`src/rtl/data_mem_controller_if.sv`:
```
// Data-memory bus between the MEM-stage controller (master) and the memory (slave).
interface data_mem_controller_if;
    logic [29:0] DataMem_Address;
    logic [31:0] DataMem_WriteData;
    logic [3:0]  DataMem_WriteEnable;
    logic        DataMem_Read;
    logic        DataMem_Write;
    logic [31:0] DataMem_In;
    logic        DataMem_Ready;

    modport master (
        output DataMem_Address, DataMem_WriteData, DataMem_WriteEnable,
               DataMem_Read, DataMem_Write,
        input  DataMem_In, DataMem_Ready
    );

    modport slave (
        input  DataMem_Address, DataMem_WriteData, DataMem_WriteEnable,
               DataMem_Read, DataMem_Write,
        output DataMem_In, DataMem_Ready
    );
endinterface

```
`src/rtl/data_mem_controller.sv`:
```
// MEM-stage data memory controller: request/ready handshake, big-endian lane
// steering, load extension, alignment exceptions. LL/SC tracking under `DATAMEM_LLSC_EN.
module data_mem_controller (
    input  logic        clock,
    input  logic        reset_n,
    input  logic [31:0] MEM_Address,
    input  logic [31:0] MEM_WriteData,
    input  logic        MEM_MemRead,
    input  logic        MEM_MemWrite,
    input  logic        MEM_Byte,
    input  logic        MEM_Half,
    input  logic        MEM_SignExtend,
    input  logic        MEM_LLSC,
    input  logic        IF_Stall,
    output logic        M_Stall_Controller,
    output logic [31:0] M_ReadData,
    output logic        M_Exc_AdEL,
    output logic        M_Exc_AdES,
    data_mem_controller_if.master dmem
);

    typedef enum logic [1:0] {IDLE, ACCESS, DONE} state_t;

    state_t      state_q, state_d;
    logic        read_q, read_d;
    logic        write_q, write_d;
    logic [3:0]  we_q, we_d;
    logic [31:0] wdata_q, wdata_d;
    logic [31:0] rdata_q, rdata_d;

    logic        request, misaligned, sc_fail, valid;
    logic [3:0]  lane_we;
    logic [31:0] lane_wdata;
    logic [7:0]  load_byte;
    logic [15:0] load_half;
    logic [31:0] load_val;

`ifdef DATAMEM_LLSC_EN
    logic        ll_q, ll_d;
    logic [29:0] lladdr_q, lladdr_d;
    logic        ll_match;

    assign ll_match = ll_q & (lladdr_q == MEM_Address[31:2]);
    // Only judged in IDLE: after a successful SC the LL bit is already clear
    // while the same instruction still sits in MEM during DONE.
    assign sc_fail  = MEM_MemWrite & MEM_LLSC & ~ll_match & (state_q == IDLE);
`else
    assign sc_fail  = 1'b0;
`endif

    assign request    = MEM_MemRead | MEM_MemWrite;
    assign misaligned = (MEM_Half & ~MEM_Byte & MEM_Address[0]) |
                        (~MEM_Byte & ~MEM_Half & (MEM_Address[1:0] != 2'b00));
    assign valid      = request & ~misaligned & ~sc_fail;

    assign M_Exc_AdEL = MEM_MemRead & misaligned;
    assign M_Exc_AdES = MEM_MemWrite & misaligned;
    assign M_Stall_Controller = (valid & (state_q == IDLE)) | (state_q == ACCESS);
    assign M_ReadData = sc_fail ? '0 : rdata_q;

    assign dmem.DataMem_Address     = MEM_Address[31:2];
    assign dmem.DataMem_WriteData   = wdata_q;
    assign dmem.DataMem_WriteEnable = we_q;
    assign dmem.DataMem_Read        = read_q;
    assign dmem.DataMem_Write       = write_q;

    always_comb begin
        lane_we    = 4'b1111;
        lane_wdata = MEM_WriteData;
        if (MEM_Byte) begin
            lane_we    = 4'b1000 >> MEM_Address[1:0];
            lane_wdata = {4{MEM_WriteData[7:0]}};
        end else if (MEM_Half) begin
            lane_we    = MEM_Address[1] ? 4'b0011 : 4'b1100;
            lane_wdata = {2{MEM_WriteData[15:0]}};
        end
    end

    always_comb begin
        load_byte = 8'h00;
        case (MEM_Address[1:0])
            2'd0:    load_byte = dmem.DataMem_In[31:24];
            2'd1:    load_byte = dmem.DataMem_In[23:16];
            2'd2:    load_byte = dmem.DataMem_In[15:8];
            default: load_byte = dmem.DataMem_In[7:0];
        endcase
        load_half = MEM_Address[1] ? dmem.DataMem_In[15:0] : dmem.DataMem_In[31:16];
        if (MEM_Byte)
            load_val = {{24{MEM_SignExtend & load_byte[7]}}, load_byte};
        else if (MEM_Half)
            load_val = {{16{MEM_SignExtend & load_half[15]}}, load_half};
        else
            load_val = dmem.DataMem_In;
    end

    always_comb begin
        state_d = state_q;
        read_d  = read_q;
        write_d = write_q;
        we_d    = we_q;
        wdata_d = wdata_q;
        rdata_d = rdata_q;
`ifdef DATAMEM_LLSC_EN
        ll_d     = ll_q;
        lladdr_d = lladdr_q;
`endif
        case (state_q)
            IDLE: begin
                if (valid) begin
                    state_d = ACCESS;
                    read_d  = MEM_MemRead;
                    write_d = MEM_MemWrite;
                    we_d    = MEM_MemWrite ? lane_we : 4'b0000;
                    wdata_d = lane_wdata;
                end
            end
            ACCESS: begin
                if (dmem.DataMem_Ready) begin
                    state_d = DONE;
                    read_d  = 1'b0;
                    write_d = 1'b0;
                    we_d    = '0;
                    if (read_q)
                        rdata_d = load_val;
                    if (write_q & MEM_LLSC)
                        rdata_d = 32'd1;
`ifdef DATAMEM_LLSC_EN
                    if (read_q & MEM_LLSC) begin
                        ll_d     = 1'b1;
                        lladdr_d = MEM_Address[31:2];
                    end
                    if (write_q & ll_match)
                        ll_d = 1'b0;
`endif
                end
            end
            DONE: begin
                if (!IF_Stall)
                    state_d = IDLE;
            end
            default: state_d = IDLE;
        endcase
    end

    always_ff @(posedge clock or negedge reset_n) begin
        if (!reset_n) begin
            state_q <= IDLE;
            read_q  <= 1'b0;
            write_q <= 1'b0;
            we_q    <= '0;
            wdata_q <= '0;
            rdata_q <= '0;
`ifdef DATAMEM_LLSC_EN
            ll_q     <= 1'b0;
            lladdr_q <= '0;
`endif
        end else begin
            state_q <= state_d;
            read_q  <= read_d;
            write_q <= write_d;
            we_q    <= we_d;
            wdata_q <= wdata_d;
            rdata_q <= rdata_d;
`ifdef DATAMEM_LLSC_EN
            ll_q     <= ll_d;
            lladdr_q <= lladdr_d;
`endif
        end
    end

endmodule

```
`src/flat_wrapper.sv`:
```
// flat-port wrapper written by rule: the top's interface ports become plain ports
module data_mem_controller_flat 
  (clock, reset_n, MEM_Address, MEM_WriteData, MEM_MemRead, MEM_MemWrite, MEM_Byte, MEM_Half, MEM_SignExtend, MEM_LLSC, IF_Stall, M_Stall_Controller, M_ReadData, M_Exc_AdEL, M_Exc_AdES, dmem_DataMem_Address, dmem_DataMem_WriteData, dmem_DataMem_WriteEnable, dmem_DataMem_Read, dmem_DataMem_Write, dmem_DataMem_In, dmem_DataMem_Ready);
  data_mem_controller_if dmem_i ();
  input  logic clock;
  input  logic reset_n;
  input  logic [31:0] MEM_Address;
  input  logic [31:0] MEM_WriteData;
  input  logic MEM_MemRead;
  input  logic MEM_MemWrite;
  input  logic MEM_Byte;
  input  logic MEM_Half;
  input  logic MEM_SignExtend;
  input  logic MEM_LLSC;
  input  logic IF_Stall;
  output logic M_Stall_Controller;
  output logic [31:0] M_ReadData;
  output logic M_Exc_AdEL;
  output logic M_Exc_AdES;
  output wire logic [$bits(dmem_i.DataMem_Address)-1:0] dmem_DataMem_Address;
  output wire logic [$bits(dmem_i.DataMem_WriteData)-1:0] dmem_DataMem_WriteData;
  output wire logic [$bits(dmem_i.DataMem_WriteEnable)-1:0] dmem_DataMem_WriteEnable;
  output wire logic [$bits(dmem_i.DataMem_Read)-1:0] dmem_DataMem_Read;
  output wire logic [$bits(dmem_i.DataMem_Write)-1:0] dmem_DataMem_Write;
  input wire logic [$bits(dmem_i.DataMem_In)-1:0] dmem_DataMem_In;
  input wire logic [$bits(dmem_i.DataMem_Ready)-1:0] dmem_DataMem_Ready;
  assign dmem_DataMem_Address = dmem_i.DataMem_Address;
  assign dmem_DataMem_WriteData = dmem_i.DataMem_WriteData;
  assign dmem_DataMem_WriteEnable = dmem_i.DataMem_WriteEnable;
  assign dmem_DataMem_Read = dmem_i.DataMem_Read;
  assign dmem_DataMem_Write = dmem_i.DataMem_Write;
  assign dmem_i.DataMem_In = dmem_DataMem_In;
  assign dmem_i.DataMem_Ready = dmem_DataMem_Ready;
  data_mem_controller u_core (.clock(clock), .reset_n(reset_n), .MEM_Address(MEM_Address), .MEM_WriteData(MEM_WriteData), .MEM_MemRead(MEM_MemRead), .MEM_MemWrite(MEM_MemWrite), .MEM_Byte(MEM_Byte), .MEM_Half(MEM_Half), .MEM_SignExtend(MEM_SignExtend), .MEM_LLSC(MEM_LLSC), .IF_Stall(IF_Stall), .M_Stall_Controller(M_Stall_Controller), .M_ReadData(M_ReadData), .M_Exc_AdEL(M_Exc_AdEL), .M_Exc_AdES(M_Exc_AdES), .dmem(dmem_i));
endmodule
```
`config.mk`:
```
export PLATFORM = sky130hd
export DESIGN_NAME = data_mem_controller_flat
export DESIGN_NICKNAME = d
export VERILOG_FILES = /design/src/rtl/data_mem_controller_if.sv /design/src/rtl/data_mem_controller.sv /design/src/flat_wrapper.sv
export SDC_FILE = /design/constraint.sdc
export NUM_CORES = 1
export LEC_CHECK = 0
export ABC_CLOCK_PERIOD_IN_PS = 1890
export CAP_MARGIN = 20
export CORE_UTILIZATION = 36
export CTS_BUF_LIST = sky130_fd_sc_hd__clkbuf_16
export DETAILED_ROUTE_END_ITERATION = 16
export PLACE_DENSITY = 0.77
export SETUP_SLACK_MARGIN = 0.02
export SLEW_MARGIN = 10
export SYNTH_ARGS = -nofsm -noshare
export SYNTH_HDL_FRONTEND = slang
export SYNTH_SLANG_ARGS = --single-unit
```
`constraint.sdc`:
```
create_clock -name clock -period 1.89 [get_ports clock]
set_input_delay 0.4725 -clock clock [delete_from_list [all_inputs] [get_ports clock]]
set_output_delay 0.4725 -clock clock [all_outputs]
set_load 0.01 [all_outputs]
```
* After elaboration in Yosys (flattened, before gate mapping) *
Index checks and enable logic that the tools add are counted.

storage, ports and cells
  word-level logic and storage cells = 64
  output and inout bits = 103
  bits of input ports = 106
  flip-flop bits (word level) = 72

cells by class
  mux-type cells = 24
  bitwise gates (word level) = 17
  equality and inequality tests = 7
  shift-type cells = 1
  reduce and logical (&&, ||, !) cells = 9

operator list
  cell                                                                     count
  32-bit 2-to-1 mux                                                        6
  4-bit 2-to-1 mux                                                         6
  8-bit case mux with 3 select lines                                       1
  16-bit 2-to-1 mux                                                        1
  1-bit AND                                                                11
  3-bit AND reduction                                                      3
  4-bit case mux with 2 select lines                                       1
  2-bit 2-to-1 mux                                                         3
  2-bit case mux with 3 select lines                                       1
  2-bit nonzero test                                                       3
  2-bit by 1-bit equality test with 1-bit output, second input constant    2
  2-bit equality test, second input constant                               2
  2-bit zero test                                                          2
  2-bit inequality test, second input constant                             2
  1-bit case mux with 2 select lines                                       2
  4-bit by 2-bit >> shifter with 4-bit output, first input constant        1
  1-bit 2-to-1 mux                                                         3
  1-bit inverter                                                           3
  1-bit OR                                                                 3
  2-bit by 1-bit inequality test with 1-bit output, second input constant  1
  2-bit AND reduction                                                      1

* Logic depth before layout (Yosys ltp) *
Gate-level depths: netlist of the first run.

  depth in word-level cells = 8
  mapped depth = 7
  gate-level depth less buffers = 4

* Worst setup path after synthesis of the first run *
No wires, ideal clock.

  kind = input-to-output
  start = in MEM_Address[0]
  end = out M_Stall_Controller
  setup slack = -0.127 ns
  data required time = 1.417 ns
  stages = 6
  data arrival time = 1.544 ns
  path buffers = 2
  cell sequence = buf_6 -> inv_2 -> a21oi_2 -> a2111oi_4 -> buf_6 -> nand2b_1

on the way
  longest elaborated chain between the ends = 7

RTL lines
  element             RTL line                   text
  start: declaration  flat_wrapper.sv:7          input logic [31:0] MEM_Address;
  2-bit nonzero test  data_mem_controller.sv:53  (~MEM_Byte & ~MEM_Half & (MEM_Address[1:0] != 2'b00));
  1-bit AND           data_mem_controller.sv:53
  1-bit OR *          data_mem_controller.sv:52  assign misaligned = (MEM_Half & ~MEM_Byte & MEM_Address[0]) |
  1-bit inverter *    data_mem_controller.sv:54  assign valid = request & ~misaligned & ~sc_fail;
  1-bit AND *         data_mem_controller.sv:54
  1-bit AND *         data_mem_controller.sv:58  assign M_Stall_Controller = (valid & (state_q == IDLE)) | (state_q == ACCESS);
  1-bit OR *          data_mem_controller.sv:58
  end: declaration    flat_wrapper.sv:16         output logic M_Stall_Controller;

Every way passes the cells marked *; elsewhere a longest branch is shown, timed or not.

* Final worst setup path of the first run *
  start = in MEM_Half
  end = out M_Exc_AdES

on the way
  longest elaborated chain between the ends = 5

RTL lines
  element                  RTL line                   text
  start: declaration       flat_wrapper.sv:12         input logic MEM_Half;
  1-bit inverter           data_mem_controller.sv:53
  1-bit AND (2 in series)  data_mem_controller.sv:53
  1-bit OR *               data_mem_controller.sv:52
  1-bit AND *              data_mem_controller.sv:57  assign M_Exc_AdES = MEM_MemWrite & misaligned;
  end: declaration         flat_wrapper.sv:19         output logic M_Exc_AdES;

Marked as above.

==> reports/qor.yml, run 1 <==
status: "finished clean"
die_h_um: 107
synth_area_leader_cell: "dfrtp_1"
drc: 0
pwr_density_cell_mw_per_mm2: 1330
ir_worst_vdd_mv: 0.596
synth_warnings: 0
r2r_slack_ns: 0.11
clock_sinks: 72
synthArstFlopShare: 1.00
drive_gt1_frac: 0.224
syn-num-nets: 490
syn_to_final_growth_pct: 50.6
ff_latch_area_mm2: 0.00180
crit_required_ns: 1.42
io_buffers: 148
io_pins: 209
overflow: 0
syn_inst: 384
cap_violations: 0
grt_max_degree: 46
gp_congestion: 0.846
rsz0062_at_grt: "yes"
ant_nets: 0
fp.dieW_um: 107
start_util: 0.369
startpoint_type: "input port"
hpwl_um: 8810
grtUsageTotal: 0.204
drt_iter0_markers: 141
layout_common_cells: "clkdlybuf4s50_1 (137), dfrtp_1 (72), nand2_1 (65), o21ai_0 (45), mux2_2 (40)"
synth_top_area_share: 0.452
setup_viol: 0
worstPathMaxFanout: 2
fin_crit_sh: 0.967
first_pass_iters: 5
multi_input_area_mm2: 0.00182
worstSkewPairLatency_ns: 0.32
end_kind: "output pin"
finClkSkew_ns: 0.00763
crit_type: "in2out"
final_common_cell: "clkdlybuf4s50_1"
grt_pass1_wl_um: 17900
finalPower_w: 0.00801
postCtsHoldBufs: 0
slew_violations: 0
root_buffer: "clkbuf_16"
cts_buffers: 9
setup_ws_ns: 0.0616
maxSlewHeadroom: 0.655
cts_buffer_depth: 2
die_area_mm2: 0.0115
cp.arrival_ns: 1.36
routedWlPerCell_um: 17.3
synth_flop_cell: "dfrtp_1"
vias: 3424
hold_class: "in2async"
syn_area_per_cell_um2: 10.4
nFillCells: 920
clk_pin_slew_ns: 0.05
dp_slack_ns: -0.706
synth_edf_count: 0
h-tree-depth: 3
final_nets: 642
max_slew.worst_pin.slew_ns: 0.517
rows: 38
post_synth_num_cell_types: 37
ys_top_cells_by_area: "dfrtp_1 (45%), mux2_2 (11%), nand2_1 (6.2%), buf_4 (5.8%), o21ai_0 (5.6%)"
p_leak_nw: 2.72
tritoncts: "built"
vias_per_cell: 5.02
synth-seq-area-share: 0.452
routed_wl_um: 11800
grt_pass1_vias: 3584
timing.fmax_mhz: 547
min_period_ns: 1.83
core_mm2: 0.0108
grt_antenna_before_repair: 2
synth.cell_area_mm2: 0.00399
hold_viol: 0
ys_ff_latch: 72
## kinds of logic (layout without fill, tap and decap cells)
kind of cell,after synthesis,after routing,synth area share
AOI/OAI and AO/OA,67,67,0.105
buffers and inverters,68,223,0.106
DFF,72,72,0.452
muxes,70,70,0.218
other,0,2,0
and+or+nand+nor,107,108,0.119
## synthesized netlist by cell type, drive strengths merged (2+ instances only)
| master | count |
|---|---|
| dfrtp | 72 |
| nand2 | 67 |
| o21ai | 49 |
| buf | 44 |
| mux2 | 41 |
| mux2i | 21 |
| nor2 | 20 |
| inv | 16 |
| and3 | 8 |
| clkbuf | 8 |
| mux4 | 8 |
| a22o | 7 |
| nand2b | 4 |
| a21oi | 3 |
| and2 | 2 |
| nand3b | 2 |
| o22ai | 2 |
## worst paths after layout
check	startpoint	endpoint	cells after the start
setup reg to reg	u_core.state_q[1]	u_core.dmem.DataMem_WriteData[10]	4
setup / recovery	MEM_Half	M_Exc_AdES	6
min in group clock	u_core.M_ReadData[9]	u_core.M_ReadData[9]	2
max in group asynchronous	reset_n	u_core.M_ReadData[0]	2
hold / removal	reset_n	u_core.state_q[0]	1
hold reg to reg	u_core.M_ReadData[9]	u_core.M_ReadData[9]	2
## power by group
| part | leakage (nW) | internal [W] | switching [W] |
|---|---|---|---|
| clock network | 0.144 | 0.000997 | 0.000602 |
| logic | 1.68 | 0.00221 | 0.00147 |
| registers | 0.897 | 0.00229 | 0.000441 |
| total | 2.72 | 0.00550 | 0.00252 |
## stage by stage
stage / std cells / setup TNS, ns / instance area (µm²) / hold slack [ns] / utilization
6_report: 682 / 0 / 6010 / 0.130 / 0.556
5_1_grt: 682 / 0 / 6010 / 0.162 / 0.556
4_1_cts: 679 / 0 / 5980 / 0.147 / 0.554
3_5_place_dp: 661 / -42.38 / 5660 / 0.473 / 0.524
3_3_place_gp: 661 / -38.15 / 5660 / 0.461 / 0.524
2_1_floorplan: 384 / 0 / 4000 / 0.177 / -
## metal layers
| layer | vias to the layer above | global-route usage | share of wire |
|---|---|---|---|
| met3 | 30 | 0.0395 | 0.059 |
| met4 | 0 | 0.104 | 0.035 |
| met5 | - | 0 | 0 |
| met1 | 1656 | 0.245 | 0.40 |
| li1 | 1604 | - | - |
| met2 | 134 | 0.349 | 0.51 |
## worst max-delay path, cell delays in order
cell and delay, ns:
buf_6 0.09, nand2b_4 0.13, a21oi_4 0.15, buf_4 0.13, and2_1 0.11, dlygate4sd2_1 0.26
## sequential cells by signal, indices dropped and copies added (netlist names)
name and count:
u_core.M_ReadData 32, u_core.dmem.DataMem_Read 1, u_core.dmem.DataMem_Write 1, u_core.dmem.DataMem_WriteData 32
u_core.dmem.DataMem_WriteEnable 4, u_core.state_q 2
## cell type report
type / instances / area share
Clock buffer: 9 / 0.0375
Clock inverter: 6 / 0.00875
Inverter: 16 / 0.0104
Antenna cell: 2 / 0.000833
Sequential cell: 72 / 0.300
Tap cell: 140 / 0.0292
Multi-Input combinational cell: 245 / 0.303
Timing Repair Buffer: 192 / 0.311
## timing repair
item | in CTS | in global routing
setup endpoints to repair | 74 | 23
buffers inserted | 3 | 0
gates cloned | 0 | 1
pin swaps | 2 | 2
gates resized for setup | 33 | 9
No activity file was read; power rests on OpenSTA's default activity.
==> run 2, diff against run 1 <==
Settings changed: PLACE_DENSITY 0.77 to 0.85, SKIP_CTS_REPAIR_TIMING set to 1.
==> run 2 against run 1 <==
Compared with the run above: core utilization rose by 0.29 points; clock power rose by 11%; first-iteration DRC count rose by 79%; final cell count fell by 0.59%; clock skew fell by 0.0018 ns; global-route usage rose by 1.2 points; register-to-register slack barely moved; sequential power barely moved; worst hold slack improved by 0.36 ns; combinational power barely moved; non-clock buffer count fell by 3; largest power group unchanged.
==> reports/qor.yml, run 2 (synthesized netlist as in run 1, its figures left out) <==
finClkSkew_ns: 0.00587  # -0.00176 ns
core_mm2: 0.0108  # unchanged
status: "finished clean"
cp.arrival_ns: 2.01  # +0.65 ns
startpoint_type: "input port"
drive_gt1_frac: 0.217  # -0.00660
end_kind: "flop"
vias: 3487  # +1.8%
drc: 0  # unchanged
routed_wl_um: 12200  # +3.3%
io_pins: 209  # unchanged
cap_violations: 0  # unchanged
hold_viol: 0  # unchanged
nFillCells: 898  # -2.4%
cts_buffers: 9  # unchanged
min_period_ns: 1.82  # -0.00389 ns
setup_viol: 0  # unchanged
ir_worst_vdd_mv: 0.669  # +12%
fin_crit_sh: 0.965  # -0.00206
worstPathMaxFanout: 8  # +6
max_slew.worst_pin.slew_ns: 0.489  # -0.0280 ns
rows: 38  # unchanged
fp.dieW_um: 107  # unchanged
grt_pass1_wl_um: 18900  # +5.8%
root_buffer: "clkbuf_16"
setup_tns_ns: 0  # unchanged
layout_common_cells: "clkdlybuf4s50_1 (137), dfrtp_1 (72), nand2_1 (65), o21ai_0 (45), mux2_2 (40)"
tritoncts: "built"
vias_per_cell: 5.14  # +2.4%
path_buf_inv: 1  # -2
routedWlPerCell_um: 18.0  # +3.9%
post-route-util: 0.559  # +0.00290
final_common_cell: "clkdlybuf4s50_1"
cp_slowest_cell: "mux4_2"
io_buffers: 148  # unchanged
first_pass_iters: 4  # -1
grt_antenna_before_repair: 0  # -2
crit_required_ns: 2.08  # +0.66 ns
die_area_mm2: 0.0115  # unchanged
p_leak_nw: 2.77  # +1.8%
cts_buffer_depth: 2  # unchanged
overflow: 0  # unchanged
ant_nets: 0  # unchanged
grtUsageTotal: 0.216  # +0.0115
h-tree-depth: 3  # unchanged
diodes: 0  # -2
crit_family: "multiplexers"
maxSlewHeadroom: 0.673  # +0.0176
gp_congestion: 0.860  # +1.7%
path_cells: "clkdlybuf4s50_1 > mux4_2 > a21o_4 > nand3_4 > o21ai_0"
drt_iter0_markers: 253  # +79%
start_util: 0.369  # unchanged
pwr_density_cell_mw_per_mm2: 1360  # +1.8%
crit_type: "in2reg"
worstSkewPairLatency_ns: 0.32  # about the same
rsz0062_at_grt: "yes"
clk_pin_slew_ns: 0.06  # about the same
timing.fmax_mhz: 548  # +0.21%
hpwl_um: 9080  # +3.1%
slew_violations: 0  # unchanged
whs_ns: 0.485  # +0.355 ns
final_nets: 639  # -0.47%
cpPeakStageDelay_ns: 0.52  # +0.26 ns
hold_class: "reg2reg"
grt_max_degree: 46  # unchanged
die_h_um: 107  # unchanged
clock_sinks: 72  # unchanged
syn_to_final_growth_pct: 51.4
grt_pass1_vias: 3755  # +4.8%
==> run 2: final cells by class <==
type	instances	area, µm²	area share
Tap cell	140	175	0.0290
Multi-Input combinational cell	245	1820	0.302
Sequential cell	72	1800	0.298
Clock inverter	7	87.6	0.0145
Clock buffer	9	225	0.0373
Inverter	16	62.6	0.0104
Timing Repair Buffer	189	1860	0.308
==> run 2: worst register-to-register path, delay by kind of cell (launching register included) <==
family | cells | cell delay (ns)
AOI/OAI and AO/OA | 1 | 0.35
buffers and inverters | 2 | 0.49
DFF | 1 | 0.41
muxes | 1 | 0.41
==> run 2: where the power goes <==
group	switching, W	internal (W)
clock	0.000621	0.00115
combinational	0.00148	0.00220
sequential	0.000461	0.00229
==> run 2: per-layer routing <==
metal  routed length [µm]  up-vias  global-route usage
met5                    0        -                   0
li1                     -     1590                   -
met4                  542        0               0.129
met2                 6030      155               0.359
met3                  796       46              0.0456
met1                 4810     1696               0.256
==> run 2: stage by stage <==
step | setup WS (ns) | instances | cell area (µm²) | total power, W
finish | 0.0655 | 678 | 6040 | 0.00820
global route | 0.0115 | 678 | 6040 | 0.00866
CTS | -0.695 | 675 | 5960 | 0.00823
detailed placement | -0.717 | 659 | 5640 | 0.00642
global placement | -0.660 | 659 | 5640 | 0.00627
floorplan | 0.0274 | 384 | 4000 | 0.00435
==> run 2: final timing paths <==
path	start	endpoint	slack (ns)	cells after the start
worst min-delay path	u_core.M_ReadData[28]	u_core.M_ReadData[28]	0.49	2
worst max register to register	u_core.state_q[1]	u_core.dmem.DataMem_WriteData[16]	0.12	4
min in group asynchronous	reset_n	u_core.M_ReadData[5]	0.55	2
worst min register to register	u_core.M_ReadData[28]	u_core.M_ReadData[28]	0.49	2
max in group asynchronous	reset_n	u_core.dmem.DataMem_WriteData[2]	0.78	3
worst max-delay path	dmem_DataMem_In[31]	u_core.M_ReadData[30]	0.07	5
==> run 3, diff against run 2 <==
Settings changed: ABC_CLOCK_PERIOD_IN_PS 1890 to 1600.
Clock period 1.89 ns to 1.6 ns, I/O delays scaled along.
==> run 3 against run 2 <==
Compared with the run above: the flow now finishes with violations (negative setup slack); global-route usage is 0.26 points lower; clock power is 8% higher; final cell count is 4.0% higher.
==> reports/qor.yml, run 3 (synthesized netlist as in run 1, its figures left out) <==
status: "finished with violations"
failed_checks: "negative setup slack"
p_leak_nw: 3.97  # +43%
switching_power_w: 0.00341  # +33%
setup_viol: 65  # +65
multi_input_area_mm2: 0.00205  # +12%
drc: 0  # unchanged
root_buffer: "clkbuf_16"
overflow: 0  # unchanged
pwr_density_cell_mw_per_mm2: 1540  # +14%
intPower_w: 0.00708  # +25%
timing.fmax_mhz: 554
r2r_slack_ns: -0.11  # -0.23 ns
p_clk_frac: 0.183  # -0.032
cp_slowest_cell: "dfrtp_1"
cts_buffers: 9  # unchanged
path_cells: "a2111oi_4 > nand2b_4 > buf_6"
grt_antenna_before_repair: 1  # +1
fin_cells: 705  # +4.0%
crit_family: "flip-flops"
core_mm2: 0.0108  # unchanged
grt_max_degree: 73  # +59%
end_kind: "output pin"
vias_per_cell: 5.16  # +0.39%
max_slew.worst_pin.slew_ns: 0.412  # -0.0777 ns
nFillCells: 790  # -12%
routedWlPerCell_um: 19.1  # +6.5%
vias: 3640  # +4.4%
pwr-share-comb: 0.503  # +0.054
grtUsageTotal: 0.213  # -0.00261
grt_pass1_wl_um: 18600  # -2.1%
ir_worst_vdd_mv: 0.913  # +36%
r2r-end: "u_core.dmem.DataMem_WriteData[31]"
start_util: 0.369  # unchanged
rows: 38  # unchanged
die_area_mm2: 0.0115  # unchanged
crit_type: "reg2out"
p_sw_frac: 0.325  # +0.0134
dp_slack_ns: -0.935  # -0.218 ns
hpwl_um: 8960  # -1.3%
cap_violations: 0  # unchanged
maxSlewHeadroom: 0.726  # +0.0529
startpoint_type: "flop"
final_nets: 666  # +4.2%
tritoncts: "built"
crit_required_ns: 1.20  # -0.88 ns
slew_violations: 0  # unchanged
post-route-util: 0.629  # +0.0700
syn_to_final_growth_pct: 70.3
drt_iter0_markers: 249  # -1.6%
first_pass_iters: 4  # unchanged
dp_cells: 669  # +1.5%
routed_wl_um: 13500  # +11%
cts_buffer_depth: 2  # unchanged
io_pins: 209  # unchanged
path_buf_inv: 1  # unchanged
setup_ws_ns: -0.205  # -0.270 ns
setup_tns_ns: -3.92  # -3.92 ns
die_h_um: 107  # unchanged
finClkSkew_ns: 0.00534  # -0.000524 ns
h-tree-depth: 3  # unchanged
fin_crit_sh: 1.13
p_seq_frac: 0.314  # -0.022
hold_class: "in2async"
rr_worst_depth: 5  # +1
final_common_cell: "dlymetal6s2s_1"
rsz0062_at_grt: "yes"
hold_viol: 0  # unchanged
r2r-start: "u_core.state_q[1]"
worstPathMaxFanout: 2  # -6
worstSkewPairLatency_ns: 0.34  # +0.02 ns
clock_sinks: 72  # unchanged
cp.arrival_ns: 1.40  # -0.61 ns
ant_nets: 0  # unchanged
layout_common_cells: "dlymetal6s2s_1 (78), dfrtp_1 (71), clkdlybuf4s50_1 (64), nand2_1 (62), buf_4 (46)"
ff_latch_area_mm2: 0.00180  # about the same
min_period_ns: 1.80
grt_pass1_vias: 3540  # -5.7%
gp_congestion: 0.919  # +6.9%
fp.dieW_um: 107  # unchanged
io_buffers: 148  # unchanged
clk_pin_slew_ns: 0.06  # about the same
cpPeakStageDelay_ns: 0.41  # -0.11 ns
drive_gt1_frac: 0.309  # +0.0910
-- run 3: cell types whose count changed in the layout (fill, tap and decap cells not counted), moves of 12 or more --
cell and delta:
clkdlybuf4s50_1 -73, dlymetal6s2s_1 +72, mux2_4 +32, mux2_2 -31, o21ai_2 +22, o21ai_0 -20
buf_4 +12
-- run 3: area by class of cell --
class | count | area share
repair buffers | 216 | 0.356
multi-input cells | 245 | 0.302
flip-flops and latches | 72 | 0.265
clock buffers | 9 | 0.0332
well taps | 140 | 0.0258
inverters | 16 | 0.00958
clock inverters | 6 | 0.00774
diodes | 1 | 0.000368
-- run 3: worst max-delay path by stage --
stage	start	to	slack (ns)	cells past startpoint
finish	u_core.state_q[1]	M_Stall_Controller	-0.20	3
global route	u_core.state_q[1]	M_Stall_Controller	-0.27	3
CTS	MEM_MemRead	M_Stall_Controller	-0.88	5
detailed placement	MEM_Address[1]	u_core.dmem.DataMem_WriteData[4]	-0.93	6
global placement	MEM_Address[1]	u_core.dmem.DataMem_WriteData[3]	-0.85	6
floorplan	MEM_Address[0]	M_Stall_Controller	-0.10	6
-- run 3: metal layers --
metal / global-route usage / part of all wire / vias to the layer above
met1: 0.263 / 0.41 / 1797
met5: 0 / 0 / -
met4: 0.101 / 0.028 / 0
met2: 0.350 / 0.50 / 148
met3: 0.0523 / 0.059 / 35
li1: - / - / 1660
-- run 3: power by group through the flow --
| stage | Combinational [W] | Sequential [W] | Clock, W |
|---|---|---|---|
| finish | 0.00528 | 0.00329 | 0.00192 |
| floorplan | 0.00185 | 0.00362 | 0 |
| global placement | 0.00453 | 0.00326 | 0 |
| global route | 0.00559 | 0.00339 | 0.00201 |
| detailed placement | 0.00468 | 0.00330 | 0 |
| CTS | 0.00468 | 0.00331 | 0.00193 |
-- run 3: metrics by stage --
step	instance area, µm²	total power, W	hold slack (ns)
2_1_floorplan	4130	0.00547	0.104
3_3_place_gp	5820	0.00779	0.436
6_report	6790	0.0105	0.0617
4_1_cts	6090	0.00992	0.0898
3_5_place_dp	5820	0.00798	0.447
5_1_grt	6790	0.0110	0.100
